File: src/rtl/multi_digit_updown_counter.sv
`default_nettype none
// +--------------------------------------------------------------------------+
// | Module      : multi_digit_updown_counter                                 |
// | Description : N-digit up/down counter (BCD or hex digits) with           |
// |               synchronous clamped load, ripple carry/borrow between      |
// |               digits, terminal-count flag and a time-multiplexed         |
// |               7-segment display scanner.                                 |
// | Options     : define LEADING_ZERO_BLANK_EN to blank leading zero digits  |
// |               (digit 0 is never blanked).                                |
// | Revision    : 1.0 - initial release                                      |
// +--------------------------------------------------------------------------+
module multi_digit_updown_counter #(
   parameter int NDIGITS  = 2,
   parameter int RADIX    = 16,
   parameter int SCAN_DIV = 4
) (
   input  logic                   clk_2,
   input  logic                   reset,
   input  logic                   en,
   input  logic                   up_dn,
   input  logic                   load,
   input  logic [4*NDIGITS-1:0]   data_in,
   output logic [4*NDIGITS-1:0]   count,
   output logic                   tc,
   output logic [7:0]             SEG,
   output logic [NDIGITS-1:0]     an
);

   localparam logic [3:0] c_DIGIT_MAX = 4'(RADIX - 1);
   localparam int         c_IDX_W     = (NDIGITS > 1) ? $clog2(NDIGITS) : 1;
   localparam int         c_SCAN_W    = (SCAN_DIV > 1) ? $clog2(SCAN_DIV) : 1;
   localparam logic [c_IDX_W-1:0]  c_IDX_LAST  = c_IDX_W'(NDIGITS - 1);
   localparam logic [c_SCAN_W-1:0] c_SCAN_LAST = c_SCAN_W'(SCAN_DIV - 1);

   logic [4*NDIGITS-1:0] r_count;
   logic [c_SCAN_W-1:0]  r_scan_cnt;
   logic [c_IDX_W-1:0]   r_digit_idx;

   logic [4*NDIGITS-1:0] w_step_val;
   logic [4*NDIGITS-1:0] w_load_val;
   logic [3:0]           w_digit;
   logic                 w_ripple;
   logic [3:0]           w_cur_digit;
   logic                 w_cur_blank;
   logic [NDIGITS-1:0]   w_blank_mask;

   // 7-segment decode, segments {dp,g,f,e,d,c,b,a}
   function automatic logic [7:0] seg_decode(input logic [3:0] d);
      case (d)
         4'h0: seg_decode = 8'h3F;
         4'h1: seg_decode = 8'h06;
         4'h2: seg_decode = 8'h5B;
         4'h3: seg_decode = 8'h4F;
         4'h4: seg_decode = 8'h66;
         4'h5: seg_decode = 8'h6D;
         4'h6: seg_decode = 8'h7D;
         4'h7: seg_decode = 8'h07;
         4'h8: seg_decode = 8'h7F;
         4'h9: seg_decode = 8'h6F;
         4'hA: seg_decode = 8'h77;
         4'hB: seg_decode = 8'h7C;
         4'hC: seg_decode = 8'h39;
         4'hD: seg_decode = 8'h5E;
         4'hE: seg_decode = 8'h79;
         default: seg_decode = 8'h71;
      endcase
   endfunction

   // Ripple the carry/borrow from digit 0 upward; w_ripple ends high only when
   // every digit sits at its terminal value, which is exactly the wrap condition.
   always_comb begin
      w_ripple   = 1'b1;
      w_digit    = 4'd0;
      w_step_val = r_count;
      w_load_val = '0;
      for (int k = 0; k < NDIGITS; k++) begin
         w_digit = r_count[4*k +: 4];
         w_load_val[4*k +: 4] = (data_in[4*k +: 4] > c_DIGIT_MAX) ? c_DIGIT_MAX
                                                                 : data_in[4*k +: 4];
         if (w_ripple) begin
            if (up_dn)
               w_step_val[4*k +: 4] = (w_digit == 4'd0) ? c_DIGIT_MAX : w_digit - 4'd1;
            else
               w_step_val[4*k +: 4] = (w_digit == c_DIGIT_MAX) ? 4'd0 : w_digit + 4'd1;
         end
         w_ripple = w_ripple & (up_dn ? (w_digit == 4'd0) : (w_digit == c_DIGIT_MAX));
      end
   end

   // Count register: load beats enable, enable beats hold
   always_ff @(posedge clk_2 or posedge reset) begin
      if (reset)
         r_count <= '0;
      else if (load)
         r_count <= w_load_val;
      else if (en)
         r_count <= w_step_val;
   end

   // Display scan: hold each digit SCAN_DIV cycles, then move to the next one
   always_ff @(posedge clk_2 or posedge reset) begin
      if (reset) begin
         r_scan_cnt  <= '0;
         r_digit_idx <= '0;
      end else if (r_scan_cnt == c_SCAN_LAST) begin
         r_scan_cnt  <= '0;
         r_digit_idx <= (r_digit_idx == c_IDX_LAST) ? '0 : r_digit_idx + 1'b1;
      end else begin
         r_scan_cnt  <= r_scan_cnt + 1'b1;
      end
   end

`ifdef LEADING_ZERO_BLANK_EN
   // Mark digits that are zero together with every digit above them
   always_comb begin : g_blank_calc
      logic v_zero_run;
      v_zero_run   = 1'b1;
      w_blank_mask = '0;
      for (int k = NDIGITS - 1; k >= 0; k--) begin
         v_zero_run      = v_zero_run & (r_count[4*k +: 4] == 4'd0);
         w_blank_mask[k] = v_zero_run & (k != 0);
      end
   end
`else
   assign w_blank_mask = '0;
`endif

   // Select the digit currently on the bus and whether it is blanked
   always_comb begin
      w_cur_digit = 4'd0;
      w_cur_blank = 1'b0;
      for (int k = 0; k < NDIGITS; k++) begin
         if (r_digit_idx == c_IDX_W'(k)) begin
            w_cur_digit = r_count[4*k +: 4];
            w_cur_blank = w_blank_mask[k];
         end
      end
   end

   assign count = r_count;
   assign tc    = en & ~load & w_ripple;
   assign an    = NDIGITS'(1) << r_digit_idx;
   assign SEG   = w_cur_blank ? 8'h00 : seg_decode(w_cur_digit);

endmodule
`default_nettype wire

File: config.mk
export PLATFORM = sky130hd
export DESIGN_NAME = multi_digit_updown_counter
export DESIGN_NICKNAME = d
export VERILOG_FILES = /design/src/rtl/multi_digit_updown_counter.sv
export SDC_FILE = /design/constraint.sdc
export NUM_CORES = 1
export LEC_CHECK = 0
export BUFFER_PORTS_ARGS = -buffer_cell sky130_fd_sc_hd__buf_2
export CORE_MARGIN = 3
export CORE_UTILIZATION = 56
export CTS_CLUSTER_SIZE = 25
export DETAILED_ROUTE_END_ITERATION = 10
export PLACE_DENSITY = 0.84
export SLEW_MARGIN = 20
export SYNTH_ARGS = -nofsm -noshare
export SYNTH_HDL_FRONTEND = slang
export SYNTH_SLANG_ARGS = --single-unit
export TNS_END_PERCENT = 50
File: constraint.sdc
create_clock -name clk_2 -period 2.7 [get_ports clk_2]
set_input_delay 0.135 -clock clk_2 [delete_from_list [all_inputs] [get_ports clk_2]]
set_output_delay 0.135 -clock clk_2 [all_outputs]
set_load 0.01 [all_outputs]
==> impl_metrics.json <==
{
  "cts_sinks": 11,
  "hold_viol": 0,
  "vias": 1132,
  "r2r-start": "count[0]",
  "num-fill-cells": 171,
  "min-delay-start": "data_in[0]",
  "drv_cap": 0,
  "cp_max_fo": 9,
  "r2r_setup_slack_ns": 0.85,
  "reg2reg_depth": 6,
  "cts_made_buffers": 3,
  "netlist_area_sq_mm": 0.00119,
  "grt_max_degree": 19,
  "outcome": "finished clean",
  "core_region_area_sq_mm": 0.00198,
  "ir_drop_uv": 341,
  "whs_path_depth": 3,
  "area_growth_pct": 12.8,
  "die_area_sq_mm": 0.00271,
  "synth-seq-cells": 11,
  "drv_slew": 0,
  "yosys_warnings": 0,
  "synth_edf_count": 0,
  "dp_hpwl_mm": 1.99,
  "drtIter0Drc": 33,
  "netlist_instances": 141,
  "setup_viol": 0,
  "synth.distinct_cells": 46,
  "port_buffers": 30,
  "cts_tree": "done",
  "hp-class": "primary input to flop",
  "firstDrtPassIters": 4,
  "rows": 16,
  "clkLatencyLatePin_ns": 0.28,
  "finalSetupTns_ns": 0,
  "ys.flop_type": "dfrtp_1",
  "cp.required_ns": 2.57,
  "slew_headroom_pct": 60.8,
  "gr-total-overflow": 0,
  "routed_via_density": 5.84,
  "initial_core_util_pct": 60.0,
  "rsz0062_at_grt": "no",
  "yosys.area.top_type": "dfrtp_1",
  "fp.dieH_um": 52.1,
  "io_pins": 32,
  "antenna_left": 0,
  "nNetsFinal": 193,
  "htreeDepth": 1,
  "start_kind": "flop",
  "cp-end-kind": "output pin",
  "antenna_found_initial": 0,
  "drcViolationCount": 0,
  "min_to": "count[0]",
  "drt-total-wl_mm": 2.68,
  "rr_endpoint": "count[7]",
  "die_w_um": 52.1,
  "synth_area_leaders": "dfrtp_1 (23%), ha_1 (13%), o21ai_0 (5.0%)",
  "period_needed_ns": 2.51,
  "crit_type": "flop to output pin",
  "fin_crit_sh_pct": 92.9,
  "yosys.area.top_type_share_pct": 23.1,
  "grt_pass1_vias": 998,
  "whs_ns": 0.0584,
  "synthArstFlopShare_pct": 100,
  "clkTransAtPathRegs_ns": 0.07,
  "antennaDiodeCount": 0,
  "wl_per_cell_um": 13.8,
  "syn_nets": 166,
  "track_usage_pct": 22.0,
  "worstPathArrival_ns": 2.37,
  "clockRootBuffer": "clkbuf_4",
  "worst_slew_pin_slew_ns": 0.572,
  "drive_gt1_share_pct": 24.0,
  "grt_first_pass_wirelength_mm": 4.43,
  "p_leak_uw": 0.000633,
  "p_per_area_mw_per_mm2": 440,
  "gp_congestion": 0.876,
  "yosysSeqAreaShare_pct": 23.1,
  "fmax_mhz": 398,
  "avgSynthCellArea_sq_um": 8.44,
  "cts_max_path_buffers": 2,
  "fin_skew_ns": 0.00491
}
## state kept, by name, indices dropped and copies added, names as in the netlist
signal,cells
r_scan_cnt,2
r_digit_idx,1
count,8
## synthesized netlist by cell type, types with 2 or more instances
library cell and count:
xnor2_1 2, a31oi_1 4, ha_1 12, a21oi_1 6
buf_2 2, inv_1 10, and2_1 2, nand2_1 14
dfrtp_1 11, nor3_1 4, a32oi_1 2, and3b_1 2
o21a_1 2, buf_4 3, nor2_1 7, clkbuf_1 3
nor3b_1 3, o21ai_0 12, mux2_2 3, xor2_1 2
o31a_1 3, mux2i_1 5, nand2b_1 3, nand3b_1 2
## worst max-delay path by stage
stage / cells past startpoint / slack, ns / end / start
6_report: 7 / 0.19 / SEG[5] / r_digit_idx
5_1_grt: 7 / 0.02 / SEG[5] / r_digit_idx
3_5_place_dp: 7 / 0.52 / SEG[5] / r_digit_idx
2_1_floorplan: 7 / 0.60 / SEG[0] / r_digit_idx
3_3_place_gp: 7 / 0.73 / SEG[5] / r_digit_idx
4_1_cts: 7 / 0.21 / SEG[5] / r_digit_idx
## power by group
part / internal, uW / switching, uW / total, uW
Clock: 57.4 / 61.9 / 119
Sequential: 178 / 33.9 / 212
Combinational: 116 / 143 / 259
## through the flow
step / worst slack (ns) / utilization, % / cells / cell area (sq um) / power (uW)
6_report: 0.190 / 67.7 / 194 / 1340 / 590
5_1_grt: 0.0182 / 67.7 / 194 / 1340 / 637
4_1_cts: 0.211 / 67.7 / 194 / 1340 / 593
3_5_place_dp: 0.519 / 65.9 / 189 / 1310 / 469
3_3_place_gp: 0.733 / 65.9 / 189 / 1310 / 458
2_1_floorplan: 0.598 / - / 141 / 1190 / 394
## what timing repair did
item	4_1_cts	5_1_grt
hold buffers	1	0
resized for setup	0	0
endpoints found under the hold margin	11	0
buffers inserted	0	0
## cell type report
class	count	area, sq um	share of cell area, %
inverters	10	37.5	2.80
multi-input cells	110	802	59.7
clock buffers	4	26.3	1.96
flip-flops and latches	11	275	20.5
repair buffers	32	168	12.5
well taps	27	33.8	2.52
## metal layers
layer,track usage [%],share of wire [%],up-vias
met3,4.58,5.8,4
met1,27.0,44,530
li1,-,-,555
met2,37.7,49,43
met5,0,0,-
met4,7.86,0.82,0
## worst max-delay path, cell delays in order (launching register included)
cell and delay [ns]:
dfrtp_1 0.55, mux2i_1 0.56, inv_1 0.17, ha_1 0.25
nand2_1 0.10, o21ai_0 0.12, a22oi_1 0.17, buf_2 0.16
## placed cells by master (no fill, tap or decap), drive strengths merged, types with 2 or more instances in the layout
master  netlist  layout
o21ai        14      14
o21a          2       2
nor3b         3       3
nor3          4       4
ha           12      12
and3b         2       2
nand2        14      14
nand3b        2       2
mux2i         5       5
clkbuf        3       4
o31a          3       3
xnor2         2       2
a31oi         4       4
buf           7      31
nor2          7       7
xor2          2       2
a32oi         2       2
inv          10      10
a21oi         6       6
a221oi        2       2
mux2          3       3
nand2b        3       3
dfrtp        11      11
and2          2       2
## cells by family after synthesis
kind of cell | share of synthesized area, %
AO/OA/AOI/OAI | 23.0
XOR/XNOR | 2.94
adder cells (fa/ha/maj) | 12.6
buffers and inverters | 9.46
flip-flops | 23.1
multiplexers | 7.05
other | 0.315
AND/OR/NAND/NOR | 21.5
Note: power is estimated with default switching activity, not from simulation.
